--- src/rtl/tape_controller.sv ---
// tape_controller: bus-mapped tape serialiser/deserialiser using pulse-width bit encoding.
// Define TAPE_CTRL_IRQ_EN to enable the interrupt output and the writable RXIE/TXIE bits.

module tape_controller (
    input  logic       CLK,
    input  logic       RESET,
    input  logic       CS,
    input  logic       RD,
    input  logic       WR,
    input  logic [1:0] ADDR,
    input  logic [7:0] DIN,
    output logic [7:0] DOUT,
    input  logic       TAPE_IN,
    output logic       TAPE_OUT,
    output logic       IRQ
);

    typedef enum logic [1:0] {
        TX_IDLE = 2'd0,
        TX_HIGH = 2'd1,
        TX_LOW  = 2'd2
    } tx_state_e;

    typedef enum logic [1:0] {
        ADDR_DATA   = 2'd0,
        ADDR_CTRL   = 2'd1,
        ADDR_PERIOD = 2'd2,
        ADDR_RSVD   = 2'd3
    } addr_e;

    localparam logic [7:0]  PERIOD_RESET = 8'h0F;
    localparam logic [10:0] IVAL_MAX     = 11'h7FF;

    // Bus decode
    logic rd_en, wr_en, data_rd, data_wr, ctrl_wr, period_wr;

    // Prescaler and register file
    logic [3:0] presc_q, presc_d;
    logic       tick;
    logic [7:0] period_q, period_d;
    logic       rx_en_q, rx_en_d;
    logic       rxie_q, rxie_d;
    logic       txie_q, txie_d;

    // Transmitter
    tx_state_e  tx_state_q, tx_state_d;
    logic [7:0] tx_shift_q, tx_shift_d;
    logic [2:0] tx_bits_q, tx_bits_d;
    logic [8:0] tx_cnt_q, tx_cnt_d;
    logic       tape_out_q, tape_out_d;
    logic       tx_busy;

    // Receiver
    logic        sync1_q, sync1_d;
    logic        sync2_q, sync2_d;
    logic        rx_prev_q, rx_prev_d;
    logic        rx_armed_q, rx_armed_d;
    logic [10:0] rx_ival_q, rx_ival_d;
    logic [7:0]  rx_shift_q, rx_shift_d;
    logic [2:0]  rx_bits_q, rx_bits_d;
    logic [7:0]  rx_data_q, rx_data_d;
    logic        rx_ready_q, rx_ready_d;
    logic        overrun_q, overrun_d;
    logic        rx_rise, rx_bit, rx_set;
    logic [10:0] unit_ticks, three_u;

    // Bus outputs
    logic [7:0] dout_q, dout_d;
    logic       irq_q, irq_d;
    logic [7:0] status;

    assign rd_en     = CS & RD;
    assign wr_en     = CS & WR;
    assign data_rd   = rd_en && (ADDR == ADDR_DATA);
    assign data_wr   = wr_en && (ADDR == ADDR_DATA);
    assign ctrl_wr   = wr_en && (ADDR == ADDR_CTRL);
    assign period_wr = wr_en && (ADDR == ADDR_PERIOD);

    assign tick    = (presc_q == 4'hF);
    assign tx_busy = (tx_state_q != TX_IDLE);

    assign unit_ticks = {3'b000, period_q} + 11'd1;
    assign three_u    = (unit_ticks << 1) + unit_ticks;
    assign rx_rise    = sync2_q & ~rx_prev_q;
    assign rx_bit     = (rx_ival_q > three_u);

    assign status = {1'b0, txie_q, rxie_q, rx_en_q, sync2_q, overrun_q, rx_ready_q, tx_busy};

    // Half-bit length in ticks minus one: 1U = PERIOD+1, 2U = 2*PERIOD+2.
    function automatic logic [8:0] half_len_m1(input logic bit_val, input logic [7:0] period);
        return bit_val ? {period, 1'b1} : {1'b0, period};
    endfunction

    always_comb begin
        // NOTE: each _d defaults to its _q first so no path through the block can infer a latch.
        presc_d  = presc_q + 4'd1;
        period_d = period_q;
        rx_en_d  = rx_en_q;
        rxie_d   = rxie_q;
        txie_d   = txie_q;
        if (period_wr) begin
            period_d = DIN;
        end
        if (ctrl_wr) begin
            rx_en_d = DIN[0];
`ifdef TAPE_CTRL_IRQ_EN
            rxie_d  = DIN[1];
            txie_d  = DIN[2];
`endif
        end
    end

    always_comb begin
        tx_state_d = tx_state_q;
        tx_shift_d = tx_shift_q;
        tx_bits_d  = tx_bits_q;
        tx_cnt_d   = tx_cnt_q;
        unique case (tx_state_q)
            TX_IDLE: begin
                if (data_wr) begin
                    tx_shift_d = DIN;
                    tx_bits_d  = 3'd0;
                    tx_cnt_d   = half_len_m1(DIN[7], period_q);
                    tx_state_d = TX_HIGH;
                end
            end
            TX_HIGH: begin
                if (tick) begin
                    if (tx_cnt_q == 9'd0) begin
                        tx_state_d = TX_LOW;
                        tx_cnt_d   = half_len_m1(tx_shift_q[7], period_q);
                    end else begin
                        tx_cnt_d = tx_cnt_q - 9'd1;
                    end
                end
            end
            TX_LOW: begin
                if (tick) begin
                    if (tx_cnt_q != 9'd0) begin
                        tx_cnt_d = tx_cnt_q - 9'd1;
                    end else if (tx_bits_q == 3'd7) begin
                        tx_state_d = TX_IDLE;
                    end else begin
                        // Next bit's length comes from the bit about to move into the MSB.
                        tx_bits_d  = tx_bits_q + 3'd1;
                        tx_shift_d = {tx_shift_q[6:0], 1'b0};
                        tx_cnt_d   = half_len_m1(tx_shift_q[6], period_q);
                        tx_state_d = TX_HIGH;
                    end
                end
            end
            default: begin
                tx_state_d = TX_IDLE;
            end
        endcase
        tape_out_d = (tx_state_d == TX_HIGH);
    end

    always_comb begin
        sync1_d    = TAPE_IN;
        sync2_d    = sync1_q;
        rx_prev_d  = sync2_q;
        rx_armed_d = rx_armed_q;
        rx_ival_d  = rx_ival_q;
        rx_shift_d = rx_shift_q;
        rx_bits_d  = rx_bits_q;
        rx_data_d  = rx_data_q;
        rx_set     = 1'b0;
        if (!rx_en_q) begin
            rx_armed_d = 1'b0;
            rx_ival_d  = 11'd0;
            rx_bits_d  = 3'd0;
        end else if (rx_rise) begin
            // A tick coinciding with the edge is counted in the interval that starts here.
            rx_ival_d  = tick ? 11'd1 : 11'd0;
            rx_armed_d = 1'b1;
            if (rx_armed_q) begin
                rx_shift_d = {rx_shift_q[6:0], rx_bit};
                rx_bits_d  = rx_bits_q + 3'd1;
                if (rx_bits_q == 3'd7) begin
                    rx_data_d = {rx_shift_q[6:0], rx_bit};
                    rx_set    = 1'b1;
                end
            end
        end else if (tick && (rx_ival_q != IVAL_MAX)) begin
            rx_ival_d = rx_ival_q + 11'd1;
            if (rx_ival_q == IVAL_MAX - 11'd1) begin
                rx_armed_d = 1'b0;
                rx_bits_d  = 3'd0;
            end
        end
    end

    always_comb begin
        rx_ready_d = rx_ready_q;
        if (data_rd) begin
            rx_ready_d = 1'b0;
        end
        if (rx_set) begin
            rx_ready_d = 1'b1;
        end

        overrun_d = overrun_q;
        if (ctrl_wr && DIN[7]) begin
            overrun_d = 1'b0;
        end
        if (rx_set && rx_ready_q) begin
            overrun_d = 1'b1;
        end

        dout_d = 8'hFF;
        if (rd_en) begin
            unique case (ADDR)
                ADDR_DATA:   dout_d = rx_data_q;
                ADDR_CTRL:   dout_d = status;
                ADDR_PERIOD: dout_d = period_q;
                default:     dout_d = 8'hFF;
            endcase
        end

`ifdef TAPE_CTRL_IRQ_EN
        irq_d = (rxie_q & rx_ready_q) | (txie_q & ~tx_busy);
`else
        irq_d = 1'b0;
`endif
    end

    always_ff @(posedge CLK) begin
        if (RESET) begin
            presc_q    <= 4'd0;
            period_q   <= PERIOD_RESET;
            rx_en_q    <= 1'b0;
            rxie_q     <= 1'b0;
            txie_q     <= 1'b0;
            tx_state_q <= TX_IDLE;
            tx_shift_q <= 8'h00;
            tx_bits_q  <= 3'd0;
            tx_cnt_q   <= 9'd0;
            tape_out_q <= 1'b0;
            sync1_q    <= 1'b0;
            sync2_q    <= 1'b0;
            rx_prev_q  <= 1'b0;
            rx_armed_q <= 1'b0;
            rx_ival_q  <= 11'd0;
            rx_shift_q <= 8'h00;
            rx_bits_q  <= 3'd0;
            rx_data_q  <= 8'h00;
            rx_ready_q <= 1'b0;
            overrun_q  <= 1'b0;
            dout_q     <= 8'hFF;
            irq_q      <= 1'b0;
        end else begin
            // NOTE: non-blocking so every flop samples values from before this edge.
            presc_q    <= presc_d;
            period_q   <= period_d;
            rx_en_q    <= rx_en_d;
            rxie_q     <= rxie_d;
            txie_q     <= txie_d;
            tx_state_q <= tx_state_d;
            tx_shift_q <= tx_shift_d;
            tx_bits_q  <= tx_bits_d;
            tx_cnt_q   <= tx_cnt_d;
            tape_out_q <= tape_out_d;
            sync1_q    <= sync1_d;
            sync2_q    <= sync2_d;
            rx_prev_q  <= rx_prev_d;
            rx_armed_q <= rx_armed_d;
            rx_ival_q  <= rx_ival_d;
            rx_shift_q <= rx_shift_d;
            rx_bits_q  <= rx_bits_d;
            rx_data_q  <= rx_data_d;
            rx_ready_q <= rx_ready_d;
            overrun_q  <= overrun_d;
            dout_q     <= dout_d;
            irq_q      <= irq_d;
        end
    end

    assign DOUT     = dout_q;
    assign TAPE_OUT = tape_out_q;
    assign IRQ      = irq_q;

endmodule

--- config.mk ---
export PLATFORM = sky130hd
export DESIGN_NAME = tape_controller
export DESIGN_NICKNAME = d
export VERILOG_FILES = /design/src/rtl/tape_controller.sv
export SDC_FILE = /design/constraint.sdc
export NUM_CORES = 1
export LEC_CHECK = 0
export ABC_AREA = 0
export CAP_MARGIN = 20
export CORE_ASPECT_RATIO = 1.1
export CORE_UTILIZATION = 55
export CTS_CLUSTER_DIAMETER = 80
export DETAILED_ROUTE_END_ITERATION = 6
export PLACE_DENSITY = 0.85
export SLEW_MARGIN = 20
export SYNTH_ARGS = -nofsm -noshare
export SYNTH_HDL_FRONTEND = slang
export SYNTH_SLANG_ARGS = --single-unit
--- constraint.sdc ---
create_clock -name CLK -period 3.1 [get_ports CLK]
set_input_delay 0.465 -clock CLK [delete_from_list [all_inputs] [get_ports CLK]]
set_output_delay 0.465 -clock CLK [all_outputs]
set_load 0.05 [all_outputs]
[Yosys cells after proc, flatten, opt, wreduce, memory -nomap -nowiden]
Cells that the tools add are included.
Cells by class
  add/sub/neg operators: 7
  magnitude comparators: 1
  eq/ne operators: 17
  mux-type cells: 46
  bitwise gates (word level): 6
  reductions and logical operators: 26
Operator list (count)
  two-way mux 9 bit: 9
  two-way mux 8 bit: 4
  one-hot mux 9 bit (3 select lines): 1
  two-way mux 3 bit: 8
  one-hot mux 8 bit (3 select lines): 1
  two-way mux 11 bit: 2
  one-hot mux 8 bit (2 select lines): 1
  two-way mux 1 bit: 13
  != test 2 bit, second input constant: 6
  nonzero test 2 bit: 6
  adder 10 x 9 -> 11 bit: 1
  adder 11 x 1 -> 11 bit, second input constant: 1
  == test 11 bit, second input constant: 1
  > comparator 11 bit: 1
  != test 11 bit, second input constant: 1
  two-way mux 2 bit: 5
  AND reduction 5 bit: 2
  adder 8 x 1 -> 9 bit, second input constant: 1
  logical NOT 9 bit: 1
  nonzero test 9 bit: 1
  subtractor 9 x 1 -> 9 bit, second input constant: 1
  logical AND 1 bit: 7
  adder 3 x 1 -> 3 bit, second input constant: 2
  == test 2 x 1 -> 1 bit, second input constant: 3
  other kinds (15): 24
Word-level totals
  register bits after elaboration: 79
  input bits: 16
  output and inout bits: 10
  word-level logic and storage cells: 122

[Logic depth before layout (Yosys ltp)]
  word-level depth: 7
  mapped depth: 17
  depth with buffers taken out: 16

[Least setup slack after synthesis]
Ideal clock, no wire load.
  path kind: reg2reg
  start: register period_q[0]
  end: register rx_data_q[0]
  setup time: 0.134 ns
  arrival time: 3.242 ns
  data required time: 2.966 ns
  path slack: -0.276 ns
  cell stages (with the launch flop): 17
  path buffers: 1
  period minus slack after synthesis: 3.376 ns
  cells stage by stage: dfxtp_1 -> clkbuf_1 -> inv_1 -> ha_1 -> inv_1 -> ha_1 -> a211oi_1 -> o21ai_0 -> o21ai_0 -> a221o_1 -> a211oi_1 -> ha_1 -> and4_1 -> nand4_1 -> a21oi_1 -> a211oi_1 -> o41ai_1
Between the ends
  cells in the longest elaborated chain, start to end: 3
RTL lines
  from (decl): line 40  | logic [7:0] period_q, period_d;
  from (signal assigned): line 255  | period_q <= period_d;
  adder 8 x 1 -> 9 bit: line 82  | assign unit_ticks = {3'b000, period_q} + 11'd1;
  adder 10 x 9 -> 11 bit: line 83  | assign three_u = (unit_ticks << 1) + unit_ticks;
  > comparator 11 bit: line 85  | assign rx_bit = (rx_ival_q > three_u);
  to (signal assigned): line 271  | rx_data_q <= rx_data_d;
  to (decl): line 61  | logic [7:0] rx_data_q, rx_data_d;
Every way passes these cells.
A chain may end at the register's enable or synchronous reset.

[Worst setup path after layout]
  start: register period_q[1]
  end: register rx_data_q[0]
Same word-level chain as after synthesis.

==> out/metrics.csv <==
stage,metric,value,unit
floorplanning,die_area,9060,um^2
sta,slew_viol_final,0,
floorplanning,fp-row-count,35,
sta,finalSetupViolations,2,
synth,syn_avg_cell_area,8.53,um^2
worst_setup_path,cp-start-kind,register,
synth,synth_cell_types,74,
synth,synth_top_area_share,33.1,%
placement,gp_congestion,0.872,
layout,post-route-util,69.3,%
synth,syn_area,4770,um^2
pwr,p_seq_share,42.7,%
sta,final.setup.tns,-411,ps
status,violations,"DRC, setup timing",
clock_tree,cts_max_path_buffers,2,
floorplanning,core_area,8410,um^2
sta,fmax,302,MHz
floorplanning,ios,26,
layout,stdcell_area,5830,um^2
drt,via_count,4581,
drt,wire_per_inst,18.9,um
worst_setup_path,cp.required,3370,ps
pwr,p_leak,2.20,nW
sta,fin_crit_sh,107,%
floorplanning,die_h,99.7,um
flow_run,maxCapViolations,0,
synth,ys_seq_area_share,33.1,%
pwr,comb_power_share,20.1,%
sta,worst_pin_slew,794,ps
pwr,pwr-share-clk,37.2,%
placement,dpl.hpwl,8390,um
clock_tree,cts.hold.buffers_added,0,
pwr,power.density,429,nW/um^2
sta,hold_viol_final,0,
layout,antenna_cells,0,
floorplanning,start_util,56.8,%
grt,grt_pass1_vias,4282,
sta,finalWorstSetupSlack,-211,ps
clock_tree,cts_max_level,3,
clock_tree,clock_latency,370,ps
hold_path,hp-class,register to register,
pwr,irDropWorstVdd,0.000291,V
synth,ys_async_sr_fraction,0,%
pwr,p_sw,764,uW
placement,post_dp_cell_area,5310,um^2
sta,relSlewSlack,46.7,%
grt,grt_max_degree,28,
clock_tree,cts_buffers,9,
status,outcome,"finished, violations left",
clock_tree,clkTransAtPathRegs,100,ps
layout,synthToLayoutAreaGrowth,22.1,%
synth,yosys-top-cells-area,"dfxtp_1, ha_1, nand2_1",
grt,track_usage,27.9,%
drt,drt_iter0_drc,387,
clock_tree,cts_sinks,79,
placement,port_buffers,24,
synth,syn_nets,610,
synth,synth_flop_cell,dfxtp_1,
clock_tree,cts_tree,built,
grt,grt_pass1_wl,20300,um
worst_setup_path,end_kind,register,
layout,fill_cells,591,
grt,grt_antenna_before_repair,0,
drt,drc,1,
synth,ys_ff_latch,79,
synth,yosys_warnings,0,
worst_setup_path,arrival,3580,ps
sta,layout_min_cycle_time,3310,ps
clock_tree,cts-root-buf,clkbuf_8,
drt,wl,13600,um
worst_setup_path,cp_max_fo,5,
drt,firstDrtPassIters,7,
synth,synth_edf_count,0,
synth,yosys.area.top_type,dfxtp_1,
worst_setup_path,crit_type,register to register,
pwr,swShare,30.5,%
drt,routed_via_density,6.35,
synth,postSynthCellCount,560,
layout,nNetsFinal,655,
sta,fin_skew,19.8,ps
sta,rsz0062_at_grt,true,
pwr,p_int,1.74,mW
drt,postRouteAntennaNets,0,
floorplanning,die_x,90.8,um
grt,grt_overflow_total,0,
layout,drive_gt1_share,21.0,%
[final timing paths]
check	start	cells past startpoint	to	slack, ps
max	period_q[1]$_SDFFE_PP1P_	15	rx_data_q[0]$_SDFFE_PP0P_	-210
min	sync1_q$_SDFF_PP0_	1	rx_prev_d$_SDFF_PP0_	450
max reg2reg	period_q[1]$_SDFFE_PP1P_	15	rx_data_q[0]$_SDFFE_PP0P_	-210
min reg2reg	sync1_q$_SDFF_PP0_	1	rx_prev_d$_SDFF_PP0_	450
[cell usage in the layout (no fill, tap or decap), types with 3 or more instances in the layout]
cell / count
o221ai_1: 3
inv_6: 3
clkbuf_8: 9
o211ai_1: 11
and4_1: 4
and3_1: 6
ha_4: 7
a31oi_1: 7
nand4b_1: 3
a21o_1: 3
a211oi_2: 3
nand4_1: 5
inv_1: 14
nand2b_1: 7
nor2_2: 3
dfxtp_1: 75
o41ai_1: 4
a21oi_2: 3
mux2i_1: 20
nand2_1: 69
a22oi_1: 4
clkdlybuf4s50_1: 23
buf_6: 3
nor3_1: 9
xnor2_1: 6
o21ai_0: 15
buf_4: 43
nand3_1: 23
ha_1: 24
o21ai_2: 3
nor2b_1: 13
a21oi_1: 36
o31ai_1: 3
a211oi_1: 16
dfxtp_2: 3
xor2_1: 13
xnor2_2: 3
nor2_1: 34
[layer usage]
layer	up-vias	global-route usage (%)	share of wire [%]
met1	2156	33.3	40
met2	235	48.5	49
met3	67	4.97	6.0
met4	0	13.6	5.1
li1	2123	-	-
met5	-	0	0
[sequential cells by signal, summed over array words and instances (netlist names), 2 cells and up]
name and cells:
rx_ival_q 11, tx_cnt_q 9, DOUT 8, period_q 8, rx_data_q 8, tx_shift_q 8, rx_shift_q 7, presc_q 4
rx_bits_q 3, tx_bits_q 3, tx_state_q 2
[Yosys cell counts, drive strengths merged (3+ instances only)]
library cell and number:
o221ai 5, nand2 71, and2 4, or3 3, xor2 15, o211ai 11, nor2 37, a21o 3
xnor2 10, buf 16, a21oi 39, clkbuf 19, a211oi 20, ha 33, nor4b 3, nand4b 3
nor3 12, mux2i 20, o41ai 6, a22oi 4, dfxtp 79, and3 8, a31oi 7, and4 4
nand3 24, nand4 5, nor4 3, o21ai 20, nand2b 7, nor2b 14, o31ai 4, inv 16
[what timing repair did]
action / in CTS / in global routing
setup endpoints to repair: 2 / 2
gates cloned: 0 / 0
setup buffers: 4 / 7
gates resized for setup: 22 / 24
pin swaps: 13 / 13
[metrics by stage]
stage	hold slack [ps]	setup WS, ps	power (mW)	std cells
global route	463	-367	2.58	721
floorplan	414	-6.39	1.38	560
CTS	452	3.79	2.45	714
detailed placement	429	-222	1.50	694
finish	451	-211	2.50	721
global placement	427	-4.64	1.49	694
[area by class of cell]
cell class	count	area, um^2	area share, %
timing repair buffer	70	592	10.2
clock buffer	9	124	2.12
inverter	16	60.1	1.03
sequential	79	1590	27.3
multi-input combinational	429	3220	55.2
clock inverter	7	109	1.87
tap	111	139	2.38
[power groups by stage]
| stage | combinational [mW] | clock [mW] | sequential (mW) |
|---|---|---|---|
| floorplan | 0.281 | 0 | 1.10 |
| global placement | 0.398 | 0 | 1.09 |
| CTS | 0.448 | 0.934 | 1.07 |
| finish | 0.502 | 0.932 | 1.07 |
| detailed placement | 0.415 | 0 | 1.09 |
| global route | 0.536 | 0.968 | 1.07 |
[worst max-delay path: stages, from the launching register on]
cell and delay (ps):
dfxtp_4 380, buf_6 110, and2_4 180, nand2_1 150
xnor2_2 230, ha_2 340, o21ai_0 280, a21oi_2 80
o221ai_2 150, xor2_1 100, ha_1 300, and4_1 230
nand4_1 160, a21oi_2 190, a211oi_4 60, o41ai_1 290
[kinds of logic after synthesis]
group	Yosys count	synth area share [%]
compound gates	142	20.7
xor+xnor	25	4.59
fa+ha+maj	34	9.07
buf+inv	52	5.56
flops	79	33.1
mux	20	4.19
other cells	1	0.0785
simple gates	207	22.7
Note: power is estimated with default switching activity, not from simulation.
